<file path="src/rtl/mem_bridge.sv">
// -----------------------------------------------------------------------------
// mem_bridge
//
// Purpose:
//   Single-outstanding bridge between two requesting masters (instruction
//   fetch and load/store) and a simple simulation memory model. Arbitrates
//   fairly between the masters, runs one memory transaction at a time, encodes
//   the store size as a byte mask, and returns size-formatted, sign/zero
//   extended read data as a one-cycle response pulse.
//
//   Transaction timing (accept in cycle T):
//     read : T   mem_rd_en/mem_rd_addr driven combinationally
//            T+1 capture and format mem_rd_data
//            T+2 response pulse
//     write: T   register address, masked data and byte mask
//            T+1 mem_we_en high, all write outputs straight from flops
//            T+2 response pulse (rdata = 0)
//
// Ports:
//   clk, rst                  clock, synchronous active-low reset
//   if_req_* / if_rsp_*       fetch request handshake / fetch response pulse
//   ls_req_* / ls_rsp_*       load/store request handshake / completion pulse
//   mem_rd_*                  memory read port (data returns the next cycle)
//   mem_we_*                  memory write port (memory writes while en high)
// -----------------------------------------------------------------------------
module mem_bridge #(
    parameter int AW = 64,
    parameter int DW = 64
) (
    input  logic          clk,
    input  logic          rst,
    input  logic          if_req_valid,
    output logic          if_req_ready,
    input  logic [AW-1:0] if_req_addr,
    output logic          if_rsp_valid,
    output logic [31:0]   if_rsp_inst,
    input  logic          ls_req_valid,
    output logic          ls_req_ready,
    input  logic          ls_req_we,
    input  logic [AW-1:0] ls_req_addr,
    input  logic [DW-1:0] ls_req_wdata,
    input  logic [1:0]    ls_req_size,
    input  logic          ls_req_signed,
    output logic          ls_rsp_valid,
    output logic [DW-1:0] ls_rsp_rdata,
    output logic          mem_rd_en,
    output logic [AW-1:0] mem_rd_addr,
    input  logic [DW-1:0] mem_rd_data,
    output logic          mem_we_en,
    output logic [AW-1:0] mem_we_addr,
    output logic [DW-1:0] mem_we_data,
    output logic [7:0]    mem_we_mask
);

    typedef enum logic [1:0] {
        ST_IDLE = 2'd0,
        ST_RD   = 2'd1,
        ST_WR   = 2'd2,
        ST_RSP  = 2'd3
    } state_t;

    localparam logic GRANT_IFU = 1'b0;
    localparam logic GRANT_LSU = 1'b1;

    // Byte-mask encoding of the access size expected by the memory model.
    function automatic logic [7:0] size_to_mask(input logic [1:0] size);
        logic [7:0] mask;
        case (size)
            2'b00:   mask = 8'h01;
            2'b01:   mask = 8'h03;
            2'b10:   mask = 8'h0F;
            2'b11:   mask = 8'hFF;
            default: mask = 8'hFF;
        endcase
        return mask;
    endfunction

    // Clear every store-data byte above the access size.
    function automatic logic [DW-1:0] trim_wdata(input logic [DW-1:0] data,
                                                 input logic [1:0]    size);
        logic [DW-1:0] keep;
        case (size)
            2'b00:   keep = {{(DW-8){1'b0}},  8'hFF};
            2'b01:   keep = {{(DW-16){1'b0}}, 16'hFFFF};
            2'b10:   keep = {{(DW-32){1'b0}}, 32'hFFFF_FFFF};
            2'b11:   keep = {DW{1'b1}};
            default: keep = {DW{1'b1}};
        endcase
        return data & keep;
    endfunction

    // Take the low size bytes of the read word and extend them to DW.
    function automatic logic [DW-1:0] extend_load(input logic [DW-1:0] data,
                                                  input logic [1:0]    size,
                                                  input logic          sgn);
        logic [DW-1:0] res;
        case (size)
            2'b00:   res = {{(DW-8){sgn & data[7]}},   data[7:0]};
            2'b01:   res = {{(DW-16){sgn & data[15]}}, data[15:0]};
            2'b10:   res = {{(DW-32){sgn & data[31]}}, data[31:0]};
            2'b11:   res = data;
            default: res = data;
        endcase
        return res;
    endfunction

    state_t        state_q,        state_d;
    logic          last_grant_q,   last_grant_d;
    logic          is_ls_q,        is_ls_d;
    logic [1:0]    size_q,         size_d;
    logic          signed_q,       signed_d;
    logic          mem_we_en_q,    mem_we_en_d;
    logic [AW-1:0] mem_we_addr_q,  mem_we_addr_d;
    logic [DW-1:0] mem_we_data_q,  mem_we_data_d;
    logic [7:0]    mem_we_mask_q,  mem_we_mask_d;
    logic          if_rsp_valid_q, if_rsp_valid_d;
    logic [31:0]   if_rsp_inst_q,  if_rsp_inst_d;
    logic          ls_rsp_valid_q, ls_rsp_valid_d;
    logic [DW-1:0] ls_rsp_rdata_q, ls_rsp_rdata_d;

    logic          grant_ls_s;
    logic          grant_if_s;

    // Fair arbitration: on a tie the port that did not win last time goes.
    // Gated with rst so nothing is accepted while reset is being applied.
    always_comb begin
        grant_ls_s = rst & ls_req_valid &
                     (~if_req_valid | (last_grant_q == GRANT_IFU));
        grant_if_s = rst & if_req_valid & ~grant_ls_s;
    end

    // Next-state, handshake and memory-port decode.
    always_comb begin
        state_d        = state_q;
        last_grant_d   = last_grant_q;
        is_ls_d        = is_ls_q;
        size_d         = size_q;
        signed_d       = signed_q;
        mem_we_en_d    = 1'b0;
        mem_we_addr_d  = {AW{1'b0}};
        mem_we_data_d  = {DW{1'b0}};
        mem_we_mask_d  = 8'h00;
        if_rsp_valid_d = 1'b0;
        if_rsp_inst_d  = 32'h0000_0000;
        ls_rsp_valid_d = 1'b0;
        ls_rsp_rdata_d = {DW{1'b0}};
        if_req_ready   = 1'b0;
        ls_req_ready   = 1'b0;
        mem_rd_en      = 1'b0;
        mem_rd_addr    = {AW{1'b0}};

        case (state_q)
            ST_IDLE: begin
                if (grant_ls_s) begin
                    ls_req_ready = 1'b1;
                    last_grant_d = GRANT_LSU;
                    is_ls_d      = 1'b1;
                    size_d       = ls_req_size;
                    signed_d     = ls_req_signed;
                    if (ls_req_we) begin
                        mem_we_en_d   = 1'b1;
                        mem_we_addr_d = ls_req_addr;
                        mem_we_data_d = trim_wdata(ls_req_wdata, ls_req_size);
                        mem_we_mask_d = size_to_mask(ls_req_size);
                        state_d       = ST_WR;
                    end else begin
                        mem_rd_en   = 1'b1;
                        mem_rd_addr = ls_req_addr;
                        state_d     = ST_RD;
                    end
                end else if (grant_if_s) begin
                    if_req_ready = 1'b1;
                    last_grant_d = GRANT_IFU;
                    is_ls_d      = 1'b0;
                    size_d       = 2'b10;
                    signed_d     = 1'b0;
                    mem_rd_en    = 1'b1;
                    mem_rd_addr  = if_req_addr;
                    state_d      = ST_RD;
                end else begin
                    state_d = ST_IDLE;
                end
            end
            ST_RD: begin
                if (is_ls_q) begin
                    ls_rsp_valid_d = 1'b1;
                    ls_rsp_rdata_d = extend_load(mem_rd_data, size_q, signed_q);
                end else begin
                    if_rsp_valid_d = 1'b1;
                    if_rsp_inst_d  = mem_rd_data[31:0];
                end
                state_d = ST_RSP;
            end
            ST_WR: begin
                // Store completion carries no data.
                ls_rsp_valid_d = 1'b1;
                state_d        = ST_RSP;
            end
            ST_RSP: begin
                state_d = ST_IDLE;
            end
            default: begin
                state_d = ST_IDLE;
            end
        endcase
    end

    // State and output registers with synchronous active-low reset.
    always_ff @(posedge clk) begin
        if (!rst) begin
            state_q        <= ST_IDLE;
            last_grant_q   <= GRANT_IFU;
            is_ls_q        <= 1'b0;
            size_q         <= 2'b00;
            signed_q       <= 1'b0;
            mem_we_en_q    <= 1'b0;
            mem_we_addr_q  <= {AW{1'b0}};
            mem_we_data_q  <= {DW{1'b0}};
            mem_we_mask_q  <= 8'h00;
            if_rsp_valid_q <= 1'b0;
            if_rsp_inst_q  <= 32'h0000_0000;
            ls_rsp_valid_q <= 1'b0;
            ls_rsp_rdata_q <= {DW{1'b0}};
        end else begin
            state_q        <= state_d;
            last_grant_q   <= last_grant_d;
            is_ls_q        <= is_ls_d;
            size_q         <= size_d;
            signed_q       <= signed_d;
            mem_we_en_q    <= mem_we_en_d;
            mem_we_addr_q  <= mem_we_addr_d;
            mem_we_data_q  <= mem_we_data_d;
            mem_we_mask_q  <= mem_we_mask_d;
            if_rsp_valid_q <= if_rsp_valid_d;
            if_rsp_inst_q  <= if_rsp_inst_d;
            ls_rsp_valid_q <= ls_rsp_valid_d;
            ls_rsp_rdata_q <= ls_rsp_rdata_d;
        end
    end

    assign mem_we_en    = mem_we_en_q;
    assign mem_we_addr  = mem_we_addr_q;
    assign mem_we_data  = mem_we_data_q;
    assign mem_we_mask  = mem_we_mask_q;
    assign if_rsp_valid = if_rsp_valid_q;
    assign if_rsp_inst  = if_rsp_inst_q;
    assign ls_rsp_valid = ls_rsp_valid_q;
    assign ls_rsp_rdata = ls_rsp_rdata_q;

endmodule

</file>
<file path="config.mk">
export PLATFORM = sky130hd
export DESIGN_NAME = mem_bridge
export DESIGN_NICKNAME = d
export VERILOG_FILES = /design/src/rtl/mem_bridge.sv
export SDC_FILE = /design/constraint.sdc
export NUM_CORES = 1
export LEC_CHECK = 0
export ABC_AREA = 1
export CAP_MARGIN = 20
export CORE_AREA = 5 5 217 219
export CTS_BUF_LIST = sky130_fd_sc_hd__clkbuf_8
export DETAILED_ROUTE_END_ITERATION = 12
export DIE_AREA = 0 0 222 224
export MAX_ROUTING_LAYER = met4
export PLACE_DENSITY = 0.6
export SLEW_MARGIN = 25
export SYNTH_ARGS = -nofsm -noshare
export SYNTH_HDL_FRONTEND = slang
export SYNTH_SLANG_ARGS = --single-unit
</file>
<file path="constraint.sdc">
create_clock -name clk -period 2 [get_ports clk]
set_input_delay 0.4 -clock clk [delete_from_list [all_inputs] [get_ports clk]]
set_output_delay 0.4 -clock clk [all_outputs]
set_load 0.1 [all_outputs]
</file>
== After elaboration in Yosys (flattened, before gate mapping) ==
Cells that the tools add are included.
Storage, ports and cells
  bits in registers: 241
  word-level logic and storage cells: 77
Operators by class
  equal/unequal tests: 9
  bitwise operators: 14
  muxes and demuxes: 31
  reductions and logical operators: 11
Operator list (count)
  $pmux W64 S4: 2
  $mux W64: 7
  $and A64 B64 Y64: 1
  $pmux W8 S4: 1
  $mux W1: 15
  $eq A2 B2 Y1 const B: 6
  $mux W2: 4
  $and A1 B1 Y1: 7
  $eq A2 B1 Y1 const B: 3
  $logic_not A2 Y1: 3
  $pmux W2 S3: 1
  $reduce_and A3 Y1: 2
  $not A1 Y1: 5
  $reduce_and A2 Y1: 2
  $reduce_and A4 Y1: 1
  $reduce_or A3 Y1: 1
  $pmux W1 S2: 1
  $reduce_bool A2 Y1: 1
  $reduce_or A2 Y1: 1
  $or A1 B1 Y1: 1

== Logic depth before layout (Yosys ltp) ==
Gate-level depths: netlist of the first run.
  word-level depth: 8
  depth in mapped cells: 9
  gate-level depth less buffers: 7

== Worst setup path before layout of the first run ==
No wires, ideal clock.
  kind: register to output
  start: register state_q[0]
  end: output port mem_rd_addr[54]
  data arrival time: 2.571 ns
  setup slack: -0.971 ns
  data required time: 1.600 ns
  cell stages (with the launch flop): 8
  buffers on the path: 1
  path through: dfxtp_1 > inv_1 > ha_1 > nand2_1 > nor2_1 > clkbuf_1 > nand2_1 > nand2_1
On the way
  cells in the longest elaborated chain, start to end: 2
RTL lines
  start, declared: RTL line 107  | state_t state_q, state_d;
  start signal, assigned: RTL line 225  | state_q <= state_d;
  $logic_not A2 Y1: RTL line 152  | case (state_q)
  $mux W64: RTL line 152
  end, declared: RTL line 47  | output logic [AW-1:0] mem_rd_addr,
Every way passes these cells.

== Final worst setup path of the first run ==
  start: input port rst
  end: output port mem_rd_addr[3]
On the way
  cells in the longest elaborated chain, start to end: 7
RTL lines
  start, declared: RTL line 31  | input logic rst,
  $and A1 B1 Y1 (2 in a row): RTL line 127  | grant_ls_s = rst & ls_req_valid &
  $not A1 Y1: RTL line 129  | grant_if_s = rst & if_req_valid & ~grant_ls_s;
  $and A1 B1 Y1: RTL line 129
  $mux W64: RTL line 171  | end else if (grant_if_s) begin
  $mux W64 *: RTL line 154  | if (grant_ls_s) begin
  $mux W64 *: RTL line 152
Every way passes the cells marked *; elsewhere a longest branch is shown, timed or not.

==> results by group, run 1 <==
Critical path
  • Worst path arrival time: between 2 and 2.5 ns
  • Crit path capture type: primary output
  • CP Max Fanout: 17
  • Kind of critical path: in -> out
  • CP startpoint: rst
  • Worst flop-to-flop path endpoint: mem_we_data[46]$_SDFF_PN0_
  • R2R Path Start: state_q[0]$_SDFF_PN0_
  • Critical path capture point: mem_rd_addr[3]
  • Worst r2r path cells: 11
  • Req. time, crit path: roughly 1.6 ns
  • Startpoint Class: input port
  • R2R setup slack: approximately 0.1 ns

Die
  • Die Y: ~220 um
  • IO Count: between 500 and 600
  • Core box area: 44900 um2
  • Row count: a little under 80
  • Die ar.: slightly below 50000 um2
  • Initial core utilization: 19.0%
  • DIE WIDTH: ~220 um

Timing
  • Tightest hold margin: between 0.3 and 0.4 ns
  • Period minus WS final: 2.53 ns
  • Worst Setup Slack, final: -0.531 ns
  • Fmax: 395 MHz
  • Worst-Margin Slew: 0.452 ns
  • RSZ-0062 raised after global routing: yes
  • Max-slew violation count: 0
  • TNS Setup: -32.61 ns
  • Count of final hold-check violations: 0
  • Rel. slew slack: a little over two thirds
  • Clock Skews: 0.0239 ns
  • Setup-failing EPs final: 66
  • Final Cycle Share: 127%

CTS
  • Hold-fix buffers, CTS: 0
  • CTS Buffer Depth: 3
  • Clk_lat worst skew: 0.59 ns
  • H-Tree Depth: 2
  • Num Clock Sinks: between 200 and 250
  • CTS Root Buffer Type: clkbuf_8
  • Clock transition at path regs: roughly 0.070 ns
  • Num CTS Buffers: between 40 and 50
  • CTS tree: done

Placed design
  • I/O Buffers: between 500 and 600
  • Post-Place Setup Slack: -0.545 ns
  • Post-DP HPWL: 30.0 mm
  • Routability Congestion: 0.857

Route
  • DRC viols: 0
  • Post-Route WL: between 40 and 50 mm
  • Routed Antenna Nets: 0
  • Wire per inst: about 18 um
  • 1st-iter DRT viols: 389
  • Via count: around 9300
  • DR vias/cell: roughly 4
  • Pre-antenna DRT Iters: 4

Global routing
  • Met2 Use GR: a little over a quarter
  • Congestion Overflow GR: 0
  • Largest net degree at the start of global routing: 54
  • Busiest layer in global routing: met2
  • Met3 Use GR: between 6 and 7%
  • Initial antenna violation count: 2
  • GR Util met1: about 17%
  • First-pass GRT wire length: between 50 and 60 mm
  • Vias in the first global route: between 9000 and 10000
  • GRT Util Overall: between 15 and 20%

Synthesis
  • Synth unique cells: 22
  • Mean post-synth cell area: between 7 and 8 um2
  • Mapped Nets: between 1000 and 1500
  • Syn Inst Count: 1095
  • Sequential share of the synthesized area: between 50% and 60%
  • Number of synthesized register bits: 237
  • Warnings, synthesis: 0
  • Synthesized area: 8550 um2

Hold path
  • Worst hold path type: in -> reg

Pwr
  • P_sw: between 4 and 5 mW
  • PD cells: 781 nW/um2
  • Logic pwr share: roughly 27%
  • P_leak: ~8.3 nW
  • Maximum VDD drop: approximately 0.57 mV
  • Internal: approximately 9 mW
  • Switch share: 32.5%
  • Sequential share of power: between 30% and 40%
  • Clock power share: between 30% and 40%

Finish
  • ANT cells: 0
  • Final Util: approximately two fifths
  • # nets final: around 2000
  • Area grow syn2layout: 106%
  • Register area: between 4000 and 5000 um2
  • Layout cell share with drive strength beyond 1: 37.7%
  • Commonest cells after routing, fill and taps aside: 263 x clkdlybuf4s50_1, 255 x buf_4, 234 x dfxtp_1
  • Multi-input logic area: 3690 um2
  • Fill cells: 4513
  • Most common cell after layout, fill and taps aside: clkdlybuf4s50_1

Status
  • Failing checks: negative setup slack
  • Status: finished with violations

Flow run
  • Max-Cap Viols: 0
-- cells in the mapped netlist (all sizes together) --
library cell	n	area, um2
a21oi	15	75.1
or2	1	6.26
nor2	230	1040
ha	4	50.1
nand3	123	616
nand2	221	835
o21ai	8	40.0
nor3	13	70.1
clkbuf	37	139
o211ai	15	113
nand4	1	6.26
inv	154	578
dfxtp	237	4740
buf	36	234
-- repair_timing --
item | 4_1_cts | 5_1_grt
pin swaps | 11 | 2
gates resized for setup | 87 | 36
endpoints found under the setup margin | 67 | 122
cloned | 10 | 5
buffers inserted | 11 | 5
-- cell type report --
type	count	area share [%]
Clock buffer	53	4.15
Clock inverter	22	1.39
Inverter	154	3.30
Multi-Input combinational cell	631	21.0
Sequential cell	237	27.0
Tap cell	600	4.27
Timing Repair Buffer	629	38.9
-- how the worst min path moves through the flow --
stage,start,to,slack (ns),cells after the start
floorplan,is_ls_q$_SDFFE_PN0P_,if_rsp_valid$_SDFF_PN0_,0.46,1
CTS,ls_req_wdata[16],mem_we_data[16]$_SDFF_PN0_,0.27,3
global placement,signed_q$_SDFFE_PN0P_,signed_q$_SDFFE_PN0P_,0.49,2
global route,ls_req_wdata[17],mem_we_data[17]$_SDFF_PN0_,0.29,3
detailed placement,signed_q$_SDFFE_PN0P_,signed_q$_SDFFE_PN0P_,0.49,2
finish,ls_req_wdata[16],mem_we_data[16]$_SDFF_PN0_,0.32,3
-- critical path: stages --
cell             delay [ns]
clkdlybuf4s50_1        0.50
nand2_1                0.10
inv_2                  0.07
nand2_2                0.08
nor2_4                 0.13
buf_12                 0.18
buf_16                 0.19
nand3_1                0.13
nand2_4                0.12
buf_12                 0.17
-- flip-flops by register name, summed over array words and instances (netlist names), 2 cells and up --
| name | count |
|---|---|
| mem_we_data | 64 |
| size_q | 2 |
| state_q | 2 |
| ls_rsp_rdata | 64 |
| mem_we_mask | 4 |
| mem_we_addr | 64 |
| if_rsp_inst | 32 |
-- routing by layer --
layer | wire, um | vias to the layer above
met4 | 1100 | 0
li1 | - | 4500
met5 | 0 | -
met1 | 16000 | 4258
met2 | 20800 | 426
met3 | 3620 | 68
-- metrics by stage --
| step | std cells | power (mW) | instance area (um2) |
|---|---|---|---|
| final | 2326 | 13.7 | 17600 |
| after global routing | 2326 | 14.3 | 17600 |
| after CTS | 2318 | 13.9 | 17300 |
| after detailed placement | 2222 | 8.32 | 15600 |
| after global placement | 2222 | 8.31 | 15600 |
| after floorplan | 1095 | 6.92 | 9010 |
-- logic make-up after synthesis --
| family | after synthesis | share of synthesized area (%) |
|---|---|---|
| AND/OR/NAND/NOR | 589 | 30.1 |
| flip-flops | 237 | 55.5 |
| buffers and inverters | 227 | 11.1 |
| AO/OA/AOI/OAI | 38 | 2.66 |
| adder cells (fa/ha/maj) | 4 | 0.586 |
-- power by group through the flow --
stage	Combinational (mW)	Sequential, mW	Clock (mW)
6_report	3.69	4.86	5.18
3_5_place_dp	3.35	4.97	0
4_1_cts	3.64	4.86	5.36
3_3_place_gp	3.35	4.96	0
2_1_floorplan	1.30	5.62	0
5_1_grt	3.83	4.87	5.60
Power figures use the tool's default switching activity.
==> run 2: changes to the inputs <==
Settings changed: GPL_TIMING_DRIVEN set to 0, SKIP_CTS_REPAIR_TIMING set to 1.
==> run 2 against run 1 <==
The run still ends with negative setup slack left; critical path depth decreased by 1; highest routed layer unchanged; combinational power shrank 5.7%; routed wire length grew 1.0%; global-route usage shrank 0.29 points; non-clock buffer count increased by 20; clock skew fell by 0.00079 ns; critical endpoint is now mem_rd_addr[20]; power is 0.27% higher; die area is the same; flip-flop and latch count did not move; worst hold slack got worse by 0.11 ns; via count rose by 0.84%.
==> results by group, run 2 (same netlist as run 1, synthesis figures left out) <==
Status
  • Status: finished with violations
  • Failing checks: negative setup slack

Finish
  • Most common cell after layout, fill and taps aside: clkdlybuf4s50_1
  • Area grow syn2layout: 94.3%
  • Layout cell share with drive strength beyond 1: 36.2% (-1.4 points)
  • Commonest cells after routing, fill and taps aside: 261 x clkdlybuf4s50_1, 235 x dfxtp_1, 229 x clkbuf_2
  • Register area: 4750 um2 (about the same)
  • Multi-input logic area: 3560 um2 (-3.6%)
  • # nets final: 1985 (+1.1%)
  • Fill cells: 4668 (+3.4%)

Timing
  • Count of final hold-check violations: 0 (unchanged)
  • Rel. slew slack: 59.7% (-10 points)
  • Worst Setup Slack, final: -0.561 ns (-0.0308 ns)
  • Period minus WS final: 2.56 ns (+0.0308 ns)
  • Worst-Margin Slew: 0.605 ns (+0.154 ns)
  • Clock Skews: 0.0231 ns (-0.000789 ns)
  • RSZ-0062 raised after global routing: yes
  • Setup-failing EPs final: 67 (+1.5%)
  • Max-slew violation count: 0 (unchanged)
  • Fmax: 390 MHz (-1.2%)
  • Final Cycle Share: 128% (+1.5 points)

Die
  • Initial core utilization: 19.0% (unchanged)
  • Die Y: 224 um (unchanged)
  • IO Count: 566 (unchanged)
  • Core box area: 44900 um2 (unchanged)
  • Die ar.: 49700 um2 (unchanged)
  • DIE WIDTH: 222 um (unchanged)
  • Row count: 78 (unchanged)

Critical path
  • R2R Path Start: state_q[1]$_SDFF_PN0_
  • CP Max Fanout: 10 (-7)
  • R2R setup slack: 0.16 ns (+0.06 ns)
  • Crit path capture type: primary output
  • Kind of critical path: reg -> out
  • Worst flop-to-flop path endpoint: ls_rsp_rdata[62]$_SDFF_PN0_
  • Req. time, crit path: 1.60 ns (about the same)
  • Worst path arrival time: 2.16 ns (+0.03 ns)
  • CP startpoint: state_q[1]$_SDFF_PN0_
  • Startpoint Class: flip-flop
  • Worst r2r path cells: 6 (-5)

Global routing
  • Vias in the first global route: 9559 (-0.69%)
  • Largest net degree at the start of global routing: 13 (-76%)
  • First-pass GRT wire length: 57.5 mm (-2.3%)
  • Congestion Overflow GR: 0 (unchanged)
  • Initial antenna violation count: 1 (-1)
  • GRT Util Overall: 15.6% (-0.29 points)

Route
  • Post-Route WL: 41.9 mm (+1.0%)
  • DR vias/cell: 3.97 (-0.10%)
  • DRC viols: 0 (unchanged)
  • Routed Antenna Nets: 0 (unchanged)
  • Pre-antenna DRT Iters: 5 (+1)
  • Via count: 9330 (+0.84%)
  • 1st-iter DRT viols: 384 (-1.3%)
  • Wire per inst: 17.9 um (+0.10%)

CTS
  • CTS Root Buffer Type: clkbuf_8
  • Clock transition at path regs: 0.06 ns (about the same)
  • Num CTS Buffers: 44 (+4.8%)
  • H-Tree Depth: 2 (unchanged)
  • CTS Buffer Depth: 3 (unchanged)
  • Num Clock Sinks: 237 (unchanged)
  • CTS tree: done
  • Clk_lat worst skew: 0.60 ns (about the same)

Hold path
  • Hold Path End: size_q[1]$_SDFFE_PN0P_
  • Worst hold path type: in -> reg
  • Hold Path Stages: 3 (unchanged)
  • Hold_sp: rst

Placed design
  • Post-DP HPWL: 33.2 mm (+10%)
  • I/O Buffers: 565 (unchanged)
  • Routability Congestion: 0.837 (-2.3%)
  • Post-Place Setup Slack: -2.17 ns (-1.62 ns)

Pwr
  • Total power: 13.8 mW (+0.27%)
  • P_leak: 7.89 nW (-4.8%)
  • Maximum VDD drop: 0.348 mV (-39%)
  • PD cells: 829 nW/um2 (+6.2%)

Flow run
  • Max-Cap Viols: 0 (unchanged)
## run 2: changes by cell type in the layout (fill, tap and decap cells not counted), moves of 4 or more
cell	change
buf_4	-244
clkbuf_2	+229
clkbuf_1	+28
buf_12	-18
nand2_2	+16
buf_2	+15
nand2_4	-15
buf_16	-11
buf_8	+7
buf_6	+6
buf_1	+4
## run 2: layout make-up
class                           instances  area share [%]
Sequential cell                       237            28.6
Clock buffer                           52            4.31
Tap cell                              600            4.52
Timing Repair Buffer                  578            32.7
Antenna cell                            1          0.0151
Inverter                              154            3.50
Clock inverter                         24            1.82
Multi-Input combinational cell        631            21.5
Buffer                                 71            3.13
## run 2: through the flow
step / setup TNS [ns] / instance area, um2 / instances / hold WS [ns] / util (%)
5_1_grt: -40.41 / 16600 / 2348 / 0.185 / 37.0
2_1_floorplan: -0.361 / 9010 / 1095 / 0.458 / -
6_report: -32.07 / 16600 / 2348 / 0.213 / 37.0
3_5_place_dp: -212.72 / 15400 / 2260 / 0.475 / 34.3
4_1_cts: -259.80 / 16400 / 2336 / 0.261 / 36.5
3_3_place_gp: -212.12 / 15400 / 2260 / 0.475 / 34.3
## run 2: power by group
| part | internal (mW) | switching (mW) | total (mW) | leakage (nW) |
|---|---|---|---|---|
| clock | 3.28 | 2.14 | 5.43 | 0.542 |
| combinational | 1.22 | 2.26 | 3.48 | 5.43 |
| sequential | 4.82 | 0.0364 | 4.86 | 1.92 |
| total | 9.33 | 4.44 | 13.8 | 7.89 |
## run 2: layer usage
layer	vias to the layer above	GRT usage [%]	routed length [um]
li1	4539	-	-
met1	4307	16.5	15900
met2	410	27.6	21300
met3	74	5.23	3460
met4	0	4.99	1280
met5	-	-	0
## run 2: critical path: stages (launching register included)
cell     delay, ns
dfxtp_2       0.33
inv_2         0.09
ha_4          0.16
inv_1         0.08
nor2_4        0.15
buf_12        0.17
buf_8         0.15
nand3_1       0.14
nand2_4       0.11
buf_12        0.17
## run 2: worst max path at each step
stage | endpoint | slack (ns)
final | mem_rd_addr[20] | -0.56
after global routing | mem_rd_addr[20] | -0.69
after CTS | mem_rd_addr[20] | -2.24
after detailed placement | mem_rd_addr[20] | -2.17
after global placement | mem_rd_addr[20] | -2.14
after floorplan | mem_rd_addr[54] | -0.12
==> run 3: changes to the inputs <==
Settings changed: GPL_ROUTABILITY_DRIVEN set to 0.
==> results of run 3 <==
No change in the layout: final DEF, timing and power equal those of run 2.
